[config.mk]
export PLATFORM = sky130hd
export DESIGN_NAME = scalar_mult_ctrl
export DESIGN_NICKNAME = d
export VERILOG_FILES = /design/src/rtl/scalar_mult_ctrl.sv
export SDC_FILE = /design/constraint.sdc
export NUM_CORES = 1
export LEC_CHECK = 0
export BUFFER_PORTS_ARGS = -buffer_cell sky130_fd_sc_hd__buf_4
export CORE_MARGIN = 4
export CORE_UTILIZATION = 50
export DETAILED_ROUTE_END_ITERATION = 8
export PLACE_DENSITY = 0.89
export RECOVER_POWER = 25
export REMOVE_ABC_BUFFERS = 1
export SLEW_MARGIN = 20
export SYNTH_ARGS = -nofsm -noshare
export SYNTH_HDL_FRONTEND = slang
export SYNTH_SLANG_ARGS = --single-unit
[constraint.sdc]
create_clock -name clk -period 1.8 [get_ports clk]
set_input_delay 0.18 -clock clk [delete_from_list [all_inputs] [get_ports clk]]
set_output_delay 0.18 -clock clk [all_outputs]
set_load 0.02 [all_outputs]
[src/rtl/scalar_mult_ctrl.sv]
// Sequencer for left-to-right double-and-add scalar multiplication.
// Drives an external combinational point ALU and accumulates its results in Q.
module scalar_mult_ctrl #(
  parameter int KBITS = 4
) (
  input  logic             clk,
  input  logic             rst,
  input  logic             start,
  input  logic [KBITS-1:0] k,
  input  logic [11:0]      P,
  output logic             alu_op,
  output logic [11:0]      alu_a,
  output logic [11:0]      alu_b,
  output logic             alu_en,
  input  logic [11:0]      alu_r,
  output logic [11:0]      result,
  output logic             busy,
  output logic             done
);

  localparam int IW = (KBITS > 1) ? $clog2(KBITS) : 1;
  localparam logic [11:0] INF_PT = 12'h010;

  typedef enum logic [2:0] {IDLE, SCAN, DBL, ADD, DONE} state_t;

  state_t           state_q, state_d;
  logic [KBITS-1:0] kr_q, kr_d;
  logic [11:0]      pr_q, pr_d;
  logic [11:0]      q_q, q_d;
  logic [IW-1:0]    idx_q, idx_d;
  logic [11:0]      result_q, result_d;
  logic             busy_q, busy_d;
  logic             done_q, done_d;
  logic             aluEn_q, aluEn_d;
  logic             aluOp_q, aluOp_d;
  logic [IW-1:0]    msbIdx;

  always_comb begin
    msbIdx = '0;
    for (int i = 0; i < KBITS; i++) begin
      if (kr_q[i]) msbIdx = IW'(i);
    end
  end

  always_comb begin
    state_d  = state_q;
    kr_d     = kr_q;
    pr_d     = pr_q;
    q_d      = q_q;
    idx_d    = idx_q;
    result_d = result_q;
    case (state_q)
      IDLE: begin
        if (start) begin
          kr_d    = k;
          pr_d    = P;
          state_d = SCAN;
        end
      end
      SCAN: begin
        if (kr_q == '0) begin
          q_d     = INF_PT;
          state_d = DONE;
        end else begin
          q_d = pr_q;
          // A lone bit 0 needs no ALU work; keep idx at 0 rather than wrapping.
          if (msbIdx == '0) begin
            idx_d   = '0;
            state_d = DONE;
          end else begin
            idx_d   = msbIdx - IW'(1);
            state_d = DBL;
          end
        end
      end
      DBL: begin
        q_d = alu_r;
        if (kr_q[idx_q]) begin
          state_d = ADD;
        end else if (idx_q == '0) begin
          state_d = DONE;
        end else begin
          idx_d = idx_q - IW'(1);
        end
      end
      ADD: begin
        q_d = alu_r;
        if (idx_q == '0) begin
          state_d = DONE;
        end else begin
          idx_d   = idx_q - IW'(1);
          state_d = DBL;
        end
      end
      DONE: begin
        result_d = q_q;
        state_d  = IDLE;
      end
      default: state_d = IDLE;
    endcase
    // Outputs are registered from the next state so they line up with it.
    busy_d  = (state_d != IDLE);
    done_d  = (state_q == DONE);
    aluEn_d = (state_d == DBL) || (state_d == ADD);
    aluOp_d = (state_d == DBL);
  end

  always_ff @(posedge clk) begin
    if (rst) begin
      state_q  <= IDLE;
      kr_q     <= '0;
      pr_q     <= '0;
      q_q      <= INF_PT;
      idx_q    <= '0;
      result_q <= INF_PT;
      busy_q   <= 1'b0;
      done_q   <= 1'b0;
      aluEn_q  <= 1'b0;
      aluOp_q  <= 1'b0;
    end else begin
      state_q  <= state_d;
      kr_q     <= kr_d;
      pr_q     <= pr_d;
      q_q      <= q_d;
      idx_q    <= idx_d;
      result_q <= result_d;
      busy_q   <= busy_d;
      done_q   <= done_d;
      aluEn_q  <= aluEn_d;
      aluOp_q  <= aluOp_d;
    end
  end

  assign alu_a  = q_q;
  assign alu_b  = pr_q;
  assign alu_op = aluOp_q;
  assign alu_en = aluEn_q;
  assign result = result_q;
  assign busy   = busy_q;
  assign done   = done_q;

endmodule

==> Yosys cells after proc, flatten, opt, wreduce, memory -nomap -nowiden <==
Index checks and enable logic that the tools add are counted.
{ "op_classes": {"n_eq_ne": 8, "order_cmp": 1, "n_reduce_logical": 11, "add_sub_neg": 2, "mux": 19} }
{ "ops": {"columns": ["cell", "count"], "rows": [
  ["case mux 12 bit (2 select lines)", 1],
  ["2-to-1 mux 3 bit", 6],
  ["equality test 3 x 2 -> 1 bit (second input constant)", 4],
  ["2-to-1 mux 12 bit", 1],
  ["2-to-1 mux 2 bit", 6],
  ["case mux 3 bit (4 select lines)", 1],
  ["case mux 2 bit (3 select lines)", 1],
  ["nonzero test 3 bit", 2],
  ["zero test 2 bit", 2],
  ["zero test 4 bit", 1],
  ["!= test 2 bit (second input constant)", 2],
  ["subtractor 2 x 1 -> 2 bit (second input constant)", 2],
  ["equality test 3 x 1 -> 1 bit (second input constant)", 1],
  ["equality test 3 bit (second input constant)", 1],
  ["zero test 3 bit", 1],
  ["< comparator 2 x 3 -> 1 bit (second input constant)", 1],
  ["AND reduction 3 bit", 1],
  ["binary-select mux 1 bit (select 2 bit)", 1],
  ["2-to-1 mux 1 bit", 2],
  ["AND reduction 2 bit", 1],
  ["nonzero test 2 bit", 1],
  ["OR reduction 2 bit", 1],
  ["logical OR 1 bit", 1]
]} }
{ "totals": {"wordCells": 51, "in_bits": 31, "regBits": 49, "output_inout_bits": 40} }

==> Depth between registers and ports, before layout <==
Gate-level depths: netlist of run 1.
{ "logic_depth": {"ltp_word": 9, "ltp_mapped": 6, "ltp_nobuf": 5} }

==> Worst setup path after synthesis of run 1 <==
No wires, ideal clock.
{ "synth_timing": {"path_kind": "reg-to-reg", "from": "reg kr_q[0]", "to": "reg q_q[2], in the netlist alu_a[2]", "n_path_buf": 1, "path_stages_with_launch": 6, "arrival_time_ps": 1234, "setup_time_ps": 139, "t_required_ps": 1661, "slack_ps": 427, "synth_period_minus_slack_ps": 1373, "cell_sequence": "dfxtp_1 nor4_2 nor2b_2 buf_6 a221oi_2 nor3_2"} }
{ "synth_via": {"elab_chain_cells": 3} }
{ "synth_rtl": {"columns": ["element", "line_no", "source"], "rows": [
  ["from (decl)", "27", "logic [KBITS-1:0] kr_q, kr_d;"],
  ["from (signal assigned)", "122", "kr_q <= kr_d;"],
  ["zero test 4 bit", "61", "if (kr_q == '0) begin"],
  ["2-to-1 mux 12 bit", "61", null],
  ["case mux 12 bit (2 select lines)", "52", "case (state_q)"],
  ["to (signal assigned)", "124", "q_q <= q_d;"],
  ["to (decl)", "29", "logic [11:0] q_q, q_d;"]
]} }
Every way passes these cells.
A chain may end at the register's enable or synchronous reset.

==> Worst setup path in the final report of run 1 <==
{ "layout_timing": {"from": "reg state_q[0]", "to": "reg q_q[9], in the netlist alu_a[9]"} }
{ "layout_via": {"elab_chain_cells": 3, "word_cells_on_any_way": 6, "classes_between": "eq/ne (3); mux (1); reduce/logical (2)"} }
{ "layout_rtl": {"columns": ["element", "line_no", "source"], "rows": [
  ["from (decl)", "26", "state_t state_q, state_d;"],
  ["from (signal assigned)", "121", "state_q <= state_d;"],
  ["equality test 3 x 2 -> 1 bit", "52", null],
  ["OR reduction 2 bit (no line)", null, null],
  ["case mux 12 bit (2 select lines) or nonzero test 2 bit (tied branches)", null, null]
]} }
Parallel ways exist; a longest one is shown, timed or not.

==> summary.txt, run 1 <==
Die ar.: 0.00546 sq mm
CP top delay family: simple AND/OR/NAND/NOR gates
Port buffer count: 70
Arrival time worst endpoint: 1.88 ns
Vias in the first global route: 1898
Clock slew at reported path FFs: 0.09 ns
Via count: 1968
Initial DRC Count: 89
Routed length per instance: 15.3 um
WL final: 5500 um
Overflow after GRT: 0
Dpl hpwl: 4140 um
Area Growth Syn to Fin: 24.8%
Post_cts resized: 0
Critical-path top delay cell: dfxtp_1
Slew margin rel.: 54.3%
Post-Syn Area per Cell: 8.94 sq um
Post-synthesis cell area: 0.00217 sq mm
Crit path capture type: flip-flop
Largest net degree at the start of global routing: 29
Crit path kind: flip-flop to flip-flop
Gpl congestion: 0.870
Worst setup path startpoint: state_q[0]
Number of remaining DRC errors: 0
Net count, final: 341
Post-CTS Setup Inserts: 0
Setup Total Neg Slack: 0 ns
WP data required: 1.98 ns
Register area share after synthesis: 45.2%
Pwr/cell area: 880 mW/mm^2
Hold Vio Cnt, Final: 0
Ratio of cells with drive above 1 in the final layout: 30.6%
Worst VDD drop: 0.470 mV
Die width: 73.9 um
Row count: 23
Largest stage delay on the critical path: 0.56 ns
Max-cap violations: 0
H-tree levels: 2
FFs w/ async S/R, synth: 0%
# IOs: 71
TritonCTS clock tree: yes
Most frequent cells in the layout: nand2_1, buf_4, dfxtp_1
Root Buffer: clkbuf_8
Crit path max fanout: 12
Die height: 73.9 um
Crit path launch type: flip-flop
RSZ-0062 raised after global routing: false
Tot GR Track Use: 20.7%
Synth Instances: 243
Ys flop type: dfxtp_1
Worst Slack Setup Final: 0.105 ns
Clk Latency, worst-skew pair: 0.30 ns
Initial Util: 53.2%
Fin crit period: 1.69 ns
Core area: 0.00409 sq mm
Register bit total from synthesis: 49
First-pass GRT wire length: 8670 um
CP Cell Sequence: nor2_2, or2_1, a221oi_1, nor3_1
Via density: 5.47
Clk_skew: 0.00702 ns
Leakage power: 1.07 nW
WP buf/inv: 0
Clock buffer depth: 2
Post-DRT Antenna Nets: 0
Distinct cells, synth: 43
Period utilisation layout: 94.2%
CTS Buf Count: 5
Synth warnings: 0
Final setup viols: 0
TritonRoute pass-1 iters: 4
Number of diodes: 0
Max Freq: 590 MHz
Initial antenna violation count: 0
Sinks on Clock Net: 49
Leading cell type in the layout, fill and taps excluded: nand2_1
Max-slew violations: 0
Outcome: complete, no violations
Post-synth EDFFs: 0
Worst min path class: primary input to flip-flop
Hold Buf Count CTS: 0
Worst r2r src: state_q[0]
Worst slack at placement: 0.132 ns
Hold Startpoint: P[2]
Worst-margin pin slew: 0.682 ns
[routing by layer]
metal  global-route usage (%)  up-vias  share of wire (%)
met5                        0        -                  0
met4                     8.45        0                2.3
met3                     5.61       10                6.2
met2                     35.2       72                 50
met1                     24.5      912                 41
li1                         -      974                  -
[per-stage QoR]
stage | util, % | area [sq um] | power, W | instances | hold WS, ns
finish | 66.3 | 2710 | 0.00238 | 360 | 0.119
global route | 66.3 | 2710 | 0.00249 | 360 | 0.117
CTS | 68.3 | 2790 | 0.00242 | 360 | 0.114
detailed placement | 66.2 | 2710 | 0.00178 | 352 | 0.438
global placement | 66.2 | 2710 | 0.00177 | 352 | 0.427
floorplan | - | 2070 | 0.00154 | 226 | 0.245
[flip-flops by register name, indices dropped and copies added (netlist names), 2 cells and up]
| register | flops |
|---|---|
| state_q | 3 |
| idx_q | 2 |
| alu_a | 12 |
| kr_q | 4 |
| result | 12 |
| alu_b | 12 |
[cell families (layout without fill, tap and decap cells)]
family / count (synthesis) / count (layout) / synth area share (%)
simple gates: 116 / 116 / 27.8
compound gates: 55 / 55 / 20.3
flops: 49 / 49 / 45.2
buf+inv: 20 / 87 / 5.07
mux: 2 / 2 / 1.04
fa+ha+maj: 1 / 1 / 0.576
[power breakdown]
part / total, W / internal, W / switching, W / leakage [nW]
clock: 0.000639 / 0.000277 / 0.000362 / 0.0456
combinational: 0.000527 / 0.000212 / 0.000315 / 0.629
sequential: 0.00122 / 0.00115 / 0.0000661 / 0.400
total: 0.00238 / 0.00164 / 0.000743 / 1.07
[final timing paths]
path                     to  slack [ns]  depth (start not counted)
setup reg to reg   alu_a[9]        0.11                          4
hold reg to reg   result[5]        0.46                          2
setup / recovery   alu_a[9]        0.11                          4
hold / removal     alu_b[2]        0.12                          3
[worst min-delay path, delay by kind of cell]
family	cells	cell delay (ns)
AND/OR/NAND/NOR	1	0.04
buffers and inverters	1	0.11
AO/OA/AOI/OAI	1	0.05
[Yosys cell counts (all sizes together), types with 2 or more instances]
cell type	n	area (sq um)
nor3	14	120
nand2	59	221
nor2	21	83.8
a21oi	29	145
inv	3	11.3
a221oi	11	159
nor4	3	25.0
nand2b	6	37.5
o21ai	2	10.0
dfxtp	49	981
buf	10	72.6
nand3b	3	26.3
a211oi	3	37.5
mux2	2	22.5
clkbuf	7	26.3
nor2b	3	21.3
[layout make-up]
cell class / instances / area (sq um)
fillers: 367 / 1380
multi-input cells: 174 / 1080
flip-flops and latches: 49 / 981
repair buffers: 76 / 488
clock buffers: 6 / 72.6
well taps: 50 / 62.6
clock inverters: 2 / 13.8
inverters: 3 / 11.3
Power figures use the tool's default switching activity.
==> run 2: changes to the inputs <==
--- a/config.mk
+++ b/config.mk
@@ -5,11 +5,11 @@
 export SDC_FILE = /design/constraint.sdc
 export NUM_CORES = 1
 export LEC_CHECK = 0
-export BUFFER_PORTS_ARGS = -buffer_cell sky130_fd_sc_hd__buf_4
 export CORE_MARGIN = 4
-export CORE_UTILIZATION = 50
+export CORE_UTILIZATION = 60
 export DETAILED_ROUTE_END_ITERATION = 8
-export PLACE_DENSITY = 0.89
+export DONT_BUFFER_PORTS = 1
+export PLACE_DENSITY = 0.86
 export RECOVER_POWER = 25
 export REMOVE_ABC_BUFFERS = 1
 export SLEW_MARGIN = 20
==> summary.txt, run 2 (synthesized netlist as in run 1, its figures left out) <==
RSZ-0062 raised after global routing: false
Tot GR Track Use: 22.9%
# IOs: 71
Flop2flop setup slack: 0.24 ns
Final setup viols: 0
Hold slack: 0.00399 ns
Routed length per instance: 16.8 um
Sinks on Clock Net: 49
Worst Hold End: alu_a[1]
Clock buffer depth: 2
WL final: 5090 um
Arrival time worst endpoint: 1.85 ns
Largest net degree at the start of global routing: 49
Crit path capture type: flip-flop
Clk Latency, worst-skew pair: 0.38 ns
Gpl congestion: 0.841
WP buf/inv: 0
CTS Buf Count: 5
Overflow after GRT: 0
Outcome: complete, no violations
Crit path launch type: flip-flop
R2R depth: 4
Number of diodes: 0
H-tree levels: 2
Largest stage delay on the critical path: 0.58 ns
Worst-margin pin slew: 0.673 ns
Net count, final: 288
Clk_skew: 0.0282 ns
Dpl hpwl: 3480 um
Hold Vio Cnt, Final: 0
Core area: 0.00342 sq mm
TritonCTS clock tree: yes
WP data required: 2.09 ns
Worst VDD drop: 0.708 mV
Layout fillers: 254
Die width: 68.2 um
Via count: 1783
First-pass GRT wire length: 7990 um
TritonRoute pass-1 iters: 4
Initial antenna violation count: 0
Area Growth Syn to Fin: 12.3%
Row count: 21
Fin crit period: 1.56 ns
Max-cap violations: 0
Leakage power: 0.886 nW
Worst min path class: primary input to flip-flop
Vias in the first global route: 1770
CP top delay family: simple AND/OR/NAND/NOR gates
Number of remaining DRC errors: 0
Setup Total Neg Slack: 0 ns
Post-CTS Setup Inserts: 0
Most frequent cells in the layout: nand2_1, dfxtp_1, a21oi_1
Reg-to-Reg End: alu_a[9]
Period utilisation layout: 86.5%
Pwr/cell area: 948 mW/mm^2
Leading cell type in the layout, fill and taps excluded: nand2_1
Via density: 5.88
Root Buffer: clkbuf_4
Hold Startpoint: alu_r[1]
Hold path cells: 2
Post_cts resized: 0
Clock slew at reported path FFs: 0.16 ns
Die ar.: 0.00465 sq mm
Max-slew violations: 0
Ratio of cells with drive above 1 in the final layout: 18.7%
CP Cell Sequence: nor2_2, or2_1, a221oi_1, nor3_1
Max Freq: 642 MHz
Port buffer count: 0
Crit path max fanout: 12
Hold Buf Count CTS: 18
Critical-path top delay cell: dfxtp_1
Post-DRT Antenna Nets: 0
Crit path kind: flip-flop to flip-flop
Worst r2r src: state_q[0]
Slew margin rel.: 54.9%
Initial Util: 63.6%
Die height: 68.2 um
Initial DRC Count: 80
run 2: cell types whose count changed in the layout (fill, tap and decap cells not counted):
cell / previous run / this run
buf_4: 54 / 5
clkbuf_1: 23 / 0
dlygate4sd3_1: 0 / 17
clkbuf_4: 0 / 5
clkbuf_8: 5 / 0
buf_12: 0 / 1
bufinv_16: 0 / 1
run 2: worst max path at each step:
stage / from / slack, ns / end / cells past startpoint
finish: state_q[0] / 0.24 / alu_a[9] / 4
global route: state_q[0] / 0.06 / alu_a[9] / 4
CTS: state_q[0] / 0.23 / alu_a[9] / 4
detailed placement: state_q[0] / 0.22 / alu_a[9] / 4
global placement: state_q[0] / 0.28 / alu_a[9] / 4
floorplan: state_q[1] / 0.04 / alu_a[9] / 4
run 2: power breakdown:
part	switching, W	internal [W]
Sequential	0.000145	0.00115
Clock	0.000360	0.000295
Combinational	0.000209	0.000150
Total	0.000714	0.00160
run 2: final cells by class:
cell class | count | area [sq um] | area share, %
well taps | 46 | 57.6 | 2.36
repair buffers | 23 | 228 | 9.33
clock buffers | 5 | 37.5 | 1.54
flip-flops and latches | 49 | 981 | 40.2
multi-input cells | 174 | 1080 | 44.3
clock inverters | 3 | 43.8 | 1.79
inverters | 3 | 11.3 | 0.462
run 2: worst register-to-register path, cell delays in order, from the launching register on:
cell and delay (ns):
dfxtp_1 0.58, nor2_2 0.11, or2_1 0.43, a221oi_1 0.29, nor3_1 0.08
run 2: metrics by stage:
stage	area, sq um	utilization (%)	cells	total power [W]	setup slack, ns
after floorplan	2070	-	226	0.00154	0.0383
after global placement	2170	63.5	277	0.00161	0.281
after detailed placement	2170	63.5	277	0.00163	0.223
after CTS	2440	71.4	303	0.00231	0.233
after global routing	2440	71.4	303	0.00242	0.0638
final	2440	71.4	303	0.00231	0.242
run 2: metal layers:
metal,GRT usage [%],wire length [um],vias to the layer above
li1,-,-,861
met2,38.1,2650,60
met5,0,0,-
met1,27.7,1980,854
met4,10.4,66,0
met3,5.58,395,8
